`src/rtl/sa_write_arbiter.sv`:
```
// Per-slave write arbiter: round-robin AW grant into a registered slice, with an order FIFO
// that steers W beats from masters in the same order their AWs were granted.
module sa_write_arbiter #(
    parameter int MST_AMT           = 2,
    parameter int OUTSTANDING_AMT   = 8,
    parameter int DATA_WIDTH        = 32,
    parameter int ADDR_WIDTH        = 32,
    parameter int TRANS_MST_ID_W    = 5,
    parameter int TRANS_BURST_W     = 2,
    parameter int TRANS_DATA_LEN_W  = 3,
    parameter int TRANS_DATA_SIZE_W = 3,
    parameter int MST_ID_W          = $clog2(MST_AMT)
) (
    input  logic                                  ACLK_i,
    input  logic                                  ARESETn_i,
    input  logic [TRANS_MST_ID_W*MST_AMT-1:0]     dsp_AWID_i,
    input  logic [ADDR_WIDTH*MST_AMT-1:0]         dsp_AWADDR_i,
    input  logic [TRANS_BURST_W*MST_AMT-1:0]      dsp_AWBURST_i,
    input  logic [TRANS_DATA_LEN_W*MST_AMT-1:0]   dsp_AWLEN_i,
    input  logic [TRANS_DATA_SIZE_W*MST_AMT-1:0]  dsp_AWSIZE_i,
    input  logic [MST_AMT-1:0]                    dsp_AWVALID_i,
    output logic [MST_AMT-1:0]                    dsp_AWREADY_o,
    input  logic [DATA_WIDTH*MST_AMT-1:0]         dsp_WDATA_i,
    input  logic [MST_AMT-1:0]                    dsp_WLAST_i,
    input  logic [MST_AMT-1:0]                    dsp_WVALID_i,
    output logic [MST_AMT-1:0]                    dsp_WREADY_o,
    output logic [TRANS_MST_ID_W+MST_ID_W-1:0]    s_AWID_o,
    output logic [ADDR_WIDTH-1:0]                 s_AWADDR_o,
    output logic [TRANS_BURST_W-1:0]              s_AWBURST_o,
    output logic [TRANS_DATA_LEN_W-1:0]           s_AWLEN_o,
    output logic [TRANS_DATA_SIZE_W-1:0]          s_AWSIZE_o,
    output logic                                  s_AWVALID_o,
    input  logic                                  s_AWREADY_i,
    output logic [DATA_WIDTH-1:0]                 s_WDATA_o,
    output logic                                  s_WLAST_o,
    output logic                                  s_WVALID_o,
    input  logic                                  s_WREADY_i,
    output logic                                  outst_full_o
);

    localparam int PTR_W = (OUTSTANDING_AMT > 1) ? $clog2(OUTSTANDING_AMT) : 1;
    localparam int CNT_W = $clog2(OUTSTANDING_AMT + 1);

    // Handshakes: a transfer happens on a rising edge where VALID and READY are both 1;
    // VALID never depends on READY, and payload is held stable while VALID=1 and READY=0.

    logic                        r_aw_valid;
    logic [MST_ID_W-1:0]         r_aw_mst;
    logic [TRANS_MST_ID_W-1:0]   r_aw_id;
    logic [ADDR_WIDTH-1:0]       r_aw_addr;
    logic [TRANS_BURST_W-1:0]    r_aw_burst;
    logic [TRANS_DATA_LEN_W-1:0] r_aw_len;
    logic [TRANS_DATA_SIZE_W-1:0] r_aw_size;
    logic [MST_ID_W-1:0]         r_rr_ptr;

    logic [MST_ID_W-1:0]         r_order_q [OUTSTANDING_AMT];
    logic [PTR_W-1:0]            r_wr_ptr;
    logic [PTR_W-1:0]            r_rd_ptr;
    logic [CNT_W-1:0]            r_count;

    logic [2*MST_AMT-1:0]        w_dbl_valid;
    logic [MST_AMT-1:0]          w_rot_valid;
    logic                        w_grant_found;
    logic [MST_ID_W-1:0]         w_grant_idx;
    logic                        w_full;
    logic                        w_empty;
    logic                        w_can_grant;
    logic                        w_do_grant;
    logic                        w_pop;
    logic [MST_ID_W-1:0]         w_head;

    assign w_full  = (r_count == CNT_W'(OUTSTANDING_AMT));
    assign w_empty = (r_count == '0);
    assign w_head  = r_order_q[r_rd_ptr];
    assign outst_full_o = w_full;

    // Rotate requests so bit 0 is the master at the RR pointer; first set bit wins.
    assign w_dbl_valid = {dsp_AWVALID_i, dsp_AWVALID_i} >> r_rr_ptr;
    assign w_rot_valid = w_dbl_valid[MST_AMT-1:0];

    always_comb begin
        w_grant_found = 1'b0;
        w_grant_idx   = '0;
        for (int k = 0; k < MST_AMT; k++) begin
            if (!w_grant_found && w_rot_valid[k]) begin
                w_grant_found = 1'b1;
                if (int'(r_rr_ptr) + k >= MST_AMT)
                    w_grant_idx = MST_ID_W'(int'(r_rr_ptr) + k - MST_AMT);
                else
                    w_grant_idx = MST_ID_W'(int'(r_rr_ptr) + k);
            end
        end
    end

    assign w_can_grant   = (~r_aw_valid | s_AWREADY_i) & ~w_full & ARESETn_i;
    assign w_do_grant    = w_can_grant & w_grant_found;
    assign dsp_AWREADY_o = w_do_grant ? (MST_AMT'(1) << w_grant_idx) : '0;

    always_ff @(posedge ACLK_i or negedge ARESETn_i) begin
        if (!ARESETn_i) begin
            r_aw_valid <= 1'b0;
            r_aw_mst   <= '0;
            r_aw_id    <= '0;
            r_aw_addr  <= '0;
            r_aw_burst <= '0;
            r_aw_len   <= '0;
            r_aw_size  <= '0;
            r_rr_ptr   <= '0;
        end else if (w_do_grant) begin
            r_aw_valid <= 1'b1;
            r_aw_mst   <= w_grant_idx;
            r_aw_id    <= dsp_AWID_i[w_grant_idx*TRANS_MST_ID_W +: TRANS_MST_ID_W];
            r_aw_addr  <= dsp_AWADDR_i[w_grant_idx*ADDR_WIDTH +: ADDR_WIDTH];
            r_aw_burst <= dsp_AWBURST_i[w_grant_idx*TRANS_BURST_W +: TRANS_BURST_W];
            r_aw_len   <= dsp_AWLEN_i[w_grant_idx*TRANS_DATA_LEN_W +: TRANS_DATA_LEN_W];
            r_aw_size  <= dsp_AWSIZE_i[w_grant_idx*TRANS_DATA_SIZE_W +: TRANS_DATA_SIZE_W];
            r_rr_ptr   <= (w_grant_idx == MST_ID_W'(MST_AMT - 1)) ? '0 : w_grant_idx + 1'b1;
        end else if (r_aw_valid && s_AWREADY_i) begin
            r_aw_valid <= 1'b0;
        end
    end

    assign s_AWVALID_o = r_aw_valid;
    assign s_AWID_o    = {r_aw_mst, r_aw_id};
    assign s_AWADDR_o  = r_aw_addr;
    assign s_AWBURST_o = r_aw_burst;
    assign s_AWLEN_o   = r_aw_len;
    assign s_AWSIZE_o  = r_aw_size;

    // W path follows the FIFO head only; a master whose AW is not yet at the head waits.
    always_comb begin
        s_WDATA_o    = '0;
        s_WLAST_o    = 1'b0;
        s_WVALID_o   = 1'b0;
        dsp_WREADY_o = '0;
        if (!w_empty) begin
            s_WDATA_o            = dsp_WDATA_i[w_head*DATA_WIDTH +: DATA_WIDTH];
            s_WLAST_o            = dsp_WLAST_i[w_head];
            s_WVALID_o           = dsp_WVALID_i[w_head];
            dsp_WREADY_o[w_head] = s_WREADY_i;
        end
    end

    assign w_pop = s_WVALID_o & s_WREADY_i & s_WLAST_o;

    always_ff @(posedge ACLK_i) begin
        if (w_do_grant)
            r_order_q[r_wr_ptr] <= w_grant_idx;
    end

    always_ff @(posedge ACLK_i or negedge ARESETn_i) begin
        if (!ARESETn_i) begin
            r_wr_ptr <= '0;
            r_rd_ptr <= '0;
            r_count  <= '0;
        end else begin
            if (w_do_grant)
                r_wr_ptr <= (r_wr_ptr == PTR_W'(OUTSTANDING_AMT - 1)) ? '0 : r_wr_ptr + 1'b1;
            if (w_pop)
                r_rd_ptr <= (r_rd_ptr == PTR_W'(OUTSTANDING_AMT - 1)) ? '0 : r_rd_ptr + 1'b1;
            case ({w_do_grant, w_pop})
                2'b10:   r_count <= r_count + 1'b1;
                2'b01:   r_count <= r_count - 1'b1;
                default: r_count <= r_count;
            endcase
        end
    end

endmodule

```
`config.mk`:
```
export PLATFORM = sky130hd
export DESIGN_NAME = sa_write_arbiter
export DESIGN_NICKNAME = d
export VERILOG_FILES = /design/src/rtl/sa_write_arbiter.sv
export SDC_FILE = /design/constraint.sdc
export NUM_CORES = 1
export LEC_CHECK = 0
export CORE_MARGIN = 3
export CORE_UTILIZATION = 39
export DETAILED_ROUTE_END_ITERATION = 8
export PLACE_DENSITY_LB_ADDON = 0.15
export SETUP_SLACK_MARGIN = 0.1
export SYNTH_ARGS = -nofsm -noshare
export SYNTH_HDL_FRONTEND = slang
export SYNTH_SLANG_ARGS = --single-unit
```
`constraint.sdc`:
```
create_clock -name ACLK_i -period 5.1 [get_ports ACLK_i]
set_input_delay 1.02 -clock ACLK_i [delete_from_list [all_inputs] [get_ports ACLK_i]]
set_output_delay 1.02 -clock ACLK_i [all_outputs]
set_load 0.005 [all_outputs]
```
==> results_dict.tcl <==
set metrics [dict create \
    die_h_um 103 \
    final-hold-violation-count 0 \
    synth_xor_area_frac 0.00715 \
    power_leakage_nw 2.89 \
    setup_ws_ns 0.999 \
    cts_tree "yes" \
    grt_pass1_wl_um 17700 \
    avgSynthCellArea_um2 10.0 \
    syn_to_final_growth_pct 75.4 \
    clock_skew_ns 0.0104 \
    r2r_cells 11 \
    critPathMaxFanout 29 \
    placed_area_um2 6240 \
    synth_cell_type_count 31 \
    fin_nets 777 \
    p_seq_frac 0.295 \
    ys_top_cells_by_count "mux2i_1 (82), dfrtp_1 (58), nand2_1 (50)" \
    min_path_cells 2 \
    clock_sinks 66 \
    cts_resized 0 \
    yosysMostFrequentCell "mux2i_1" \
    post-dp-hpwl_um 9590 \
    max_freq_mhz 244 \
    setup_viol 0 \
    gp_congestion 0.735 \
    ir_worst_vdd_v 0.000187 \
    core_um2 8930 \
    first_global_vias 3565 \
    crit_path_end_kind "output pin" \
    ant_nets 0 \
    via_per_inst 4.91 \
    port_buffers 249 \
    grt_overflow 0 \
    htree_levels 3 \
    drc 0 \
    whs_endpoint "s_AWADDR_o[1]" \
    antenna_found_initial 1 \
    synth_area_leaders "dfrtp_1 (39%), mux2i_1 (22%), o21ai_0 (6.5%)" \
    pwr-share-clk 0.158 \
    p_sw_uw 984 \
    grt_max_degree 67 \
    synthAdderAreaFrac 0.0293 \
    layout-drive-gt1-share 0.0443 \
    path_clk_slew_ns 0.07 \
    dp_slack_ns 1.02 \
    fin_setup_tns_ns 0 \
    syn_nets 538 \
    cts_root_buffer "clkbuf_8" \
    vias 3527 \
    p_int_mw 1.97 \
    rsz0062_at_grt "false" \
    regToRegEndpoint "r_count[3]" \
    power_mw 2.95 \
    slew_headroom 0.494 \
    synth_top_area_cell "dfrtp_1" \
    fin_crit_sh 0.804 \
    r2r_start "r_rd_ptr[0]" \
    hold_class "reg -> reg" \
    nFillCells 700 \
    drt_iter0_drc 85 \
    firstDrtPassIters 4 \
    async_flop_share 0.879 \
    post_drt_wl_per_cell_um 16.5 \
    fin_util 0.722 \
    combPwrFrac 0.547 \
    clock_path_buffers 2 \
    synthSimpleGateAreaFrac 0.129 \
    r2r_setup_slack_ns 1.46 \
    netSwitchingFraction 0.333 \
    synth_top_flop_cell "dfrtp_1" \
    period_needed_ns 4.10 \
    core.rowCount 34 \
    worstSetupPathType "reg -> out" \
    die_w_um 103 \
    die-area_um2 10600 \
    netlist.area_leader.share 0.395 \
    synth_top_family_by_area "multiplexers" \
    arrival_ns 3.08 \
    crit_path_start_kind "flip-flop" \
    worstSkewPairLatency_ns 0.33 \
    synth_seq_area_share 0.460 \
    drt_wl_total_um 11900 \
    drv_slew 0 \
    stdcell_area_um2 6450 \
    tightest_slew_ns 0.759 \
    post_cts_buffers 0 \
    ys_seq_elements 66 \
    cts_hold_buf 0 \
    start_util 0.412 \
    synth_area_um2 3680 \
    worstPathRequired_ns 4.08 \
    synthMuxAreaShare 0.253 \
    grt_usage 0.217 \
    synth_warnings 0 \
    synth_edf_count 8 \
    numCtsBuffers 9 \
    ioPinCount 250 \
    maxCapViolCount 0 \
    synth-compound-area-share 0.0742 \
    synth_cells 366 \
    status "finished clean" \
    hp-start "s_AWADDR_o[1]" \
    p_per_area_nw_per_um2 458 \
]
state kept, by name, indices dropped and copies added, names as in the netlist:
signal	flops
r_rr_ptr	1
r_rd_ptr	3
s_AWADDR_o	32
r_wr_ptr	3
s_AWLEN_o	3
r_order_q	8
r_aw_id	5
s_AWBURST_o	2
s_AWSIZE_o	3
r_aw_mst	1
s_AWVALID_o	1
r_count	4
logic make-up after synthesis:
logic type      after synthesis
fa+ha+maj                     8
compound gates               53
mux                          89
xor+xnor                      3
simple gates                113
flops                        66
buf+inv                      34
how the worst max path moves through the flow:
stage	start	to	slack [ns]	depth (start not counted)
after floorplan	dsp_AWVALID_i[0]	dsp_AWREADY_o[0]	2.08	6
after global placement	dsp_AWVALID_i[1]	dsp_AWREADY_o[1]	1.07	5
after CTS	r_rd_ptr[0]	s_WDATA_o[29]	0.95	6
after global routing	r_rd_ptr[0]	s_WDATA_o[20]	0.82	6
final	r_rd_ptr[0]	s_WDATA_o[20]	1.0	6
after detailed placement	dsp_AWVALID_i[1]	dsp_AWREADY_o[1]	1.02	5
worst max-delay path, cell delays in order, from the launching register on:
cell and delay, ns:
dfrtp_1 0.44, mux4_1 0.62, mux2i_4 0.39, buf_4 0.49, mux2i_1 0.14, nor2_1 0.10, clkdlybuf4s50_1 0.55
power by group through the flow:
stage,Sequential (mW),Combinational [mW],Clock (mW)
2_1_floorplan,0.861,0.751,0
3_3_place_gp,0.867,1.60,0
3_5_place_dp,0.879,1.63,0
4_1_cts,0.873,1.63,0.478
5_1_grt,0.903,1.77,0.504
6_report,0.871,1.61,0.468
final cells by class:
cell class | count | area (um2) | area share
timing repair buffer | 254 | 2520 | 0.391
multi-input combinational | 266 | 1860 | 0.288
sequential | 66 | 1690 | 0.262
tap | 108 | 135 | 0.0209
clock buffer | 11 | 131 | 0.0204
clock inverter | 5 | 78.8 | 0.0122
inverter | 8 | 30.0 | 0.00465
antenna | 1 | 2.50 | 0.000388
per-layer routing:
| layer | global-route usage | vias to the layer above | share of wire |
|---|---|---|---|
| li1 | - | 1734 | - |
| met1 | 0.240 | 1604 | 0.37 |
| met2 | 0.373 | 168 | 0.50 |
| met3 | 0.0900 | 21 | 0.11 |
| met4 | 0.0817 | 0 | 0.020 |
| met5 | 0 | - | 0 |
per-stage QoR:
| step | std cells | hold WS, ns |
|---|---|---|
| 2_1_floorplan | 366 | 0.451 |
| 3_3_place_gp | 702 | 0.461 |
| 3_5_place_dp | 702 | 0.469 |
| 4_1_cts | 718 | 0.485 |
| 5_1_grt | 719 | 0.507 |
| 6_report | 719 | 0.479 |
cell usage in the layout (no fill, tap or decap), types with 2 or more instances in the layout:
master,synthesis,final
nor3_1,5,5
o21ai_0,48,47
mux2_1,3,3
dfrtp_1,58,58
clkbuf_1,11,2
nor2_1,44,44
nor2b_1,2,2
ha_1,7,7
mux2i_1,82,81
buf_4,4,5
clkinvlp_4,0,2
xnor2_1,2,2
a21oi_1,2,2
nand2_1,50,50
nand4_1,2,2
a21o_1,3,3
clkbuf_8,0,9
inv_1,8,8
nand2b_1,4,4
clkdlybuf4s50_1,0,248
edfxtp_1,8,8
bufinv_16,0,2
No activity file was read; power rests on OpenSTA's default activity.
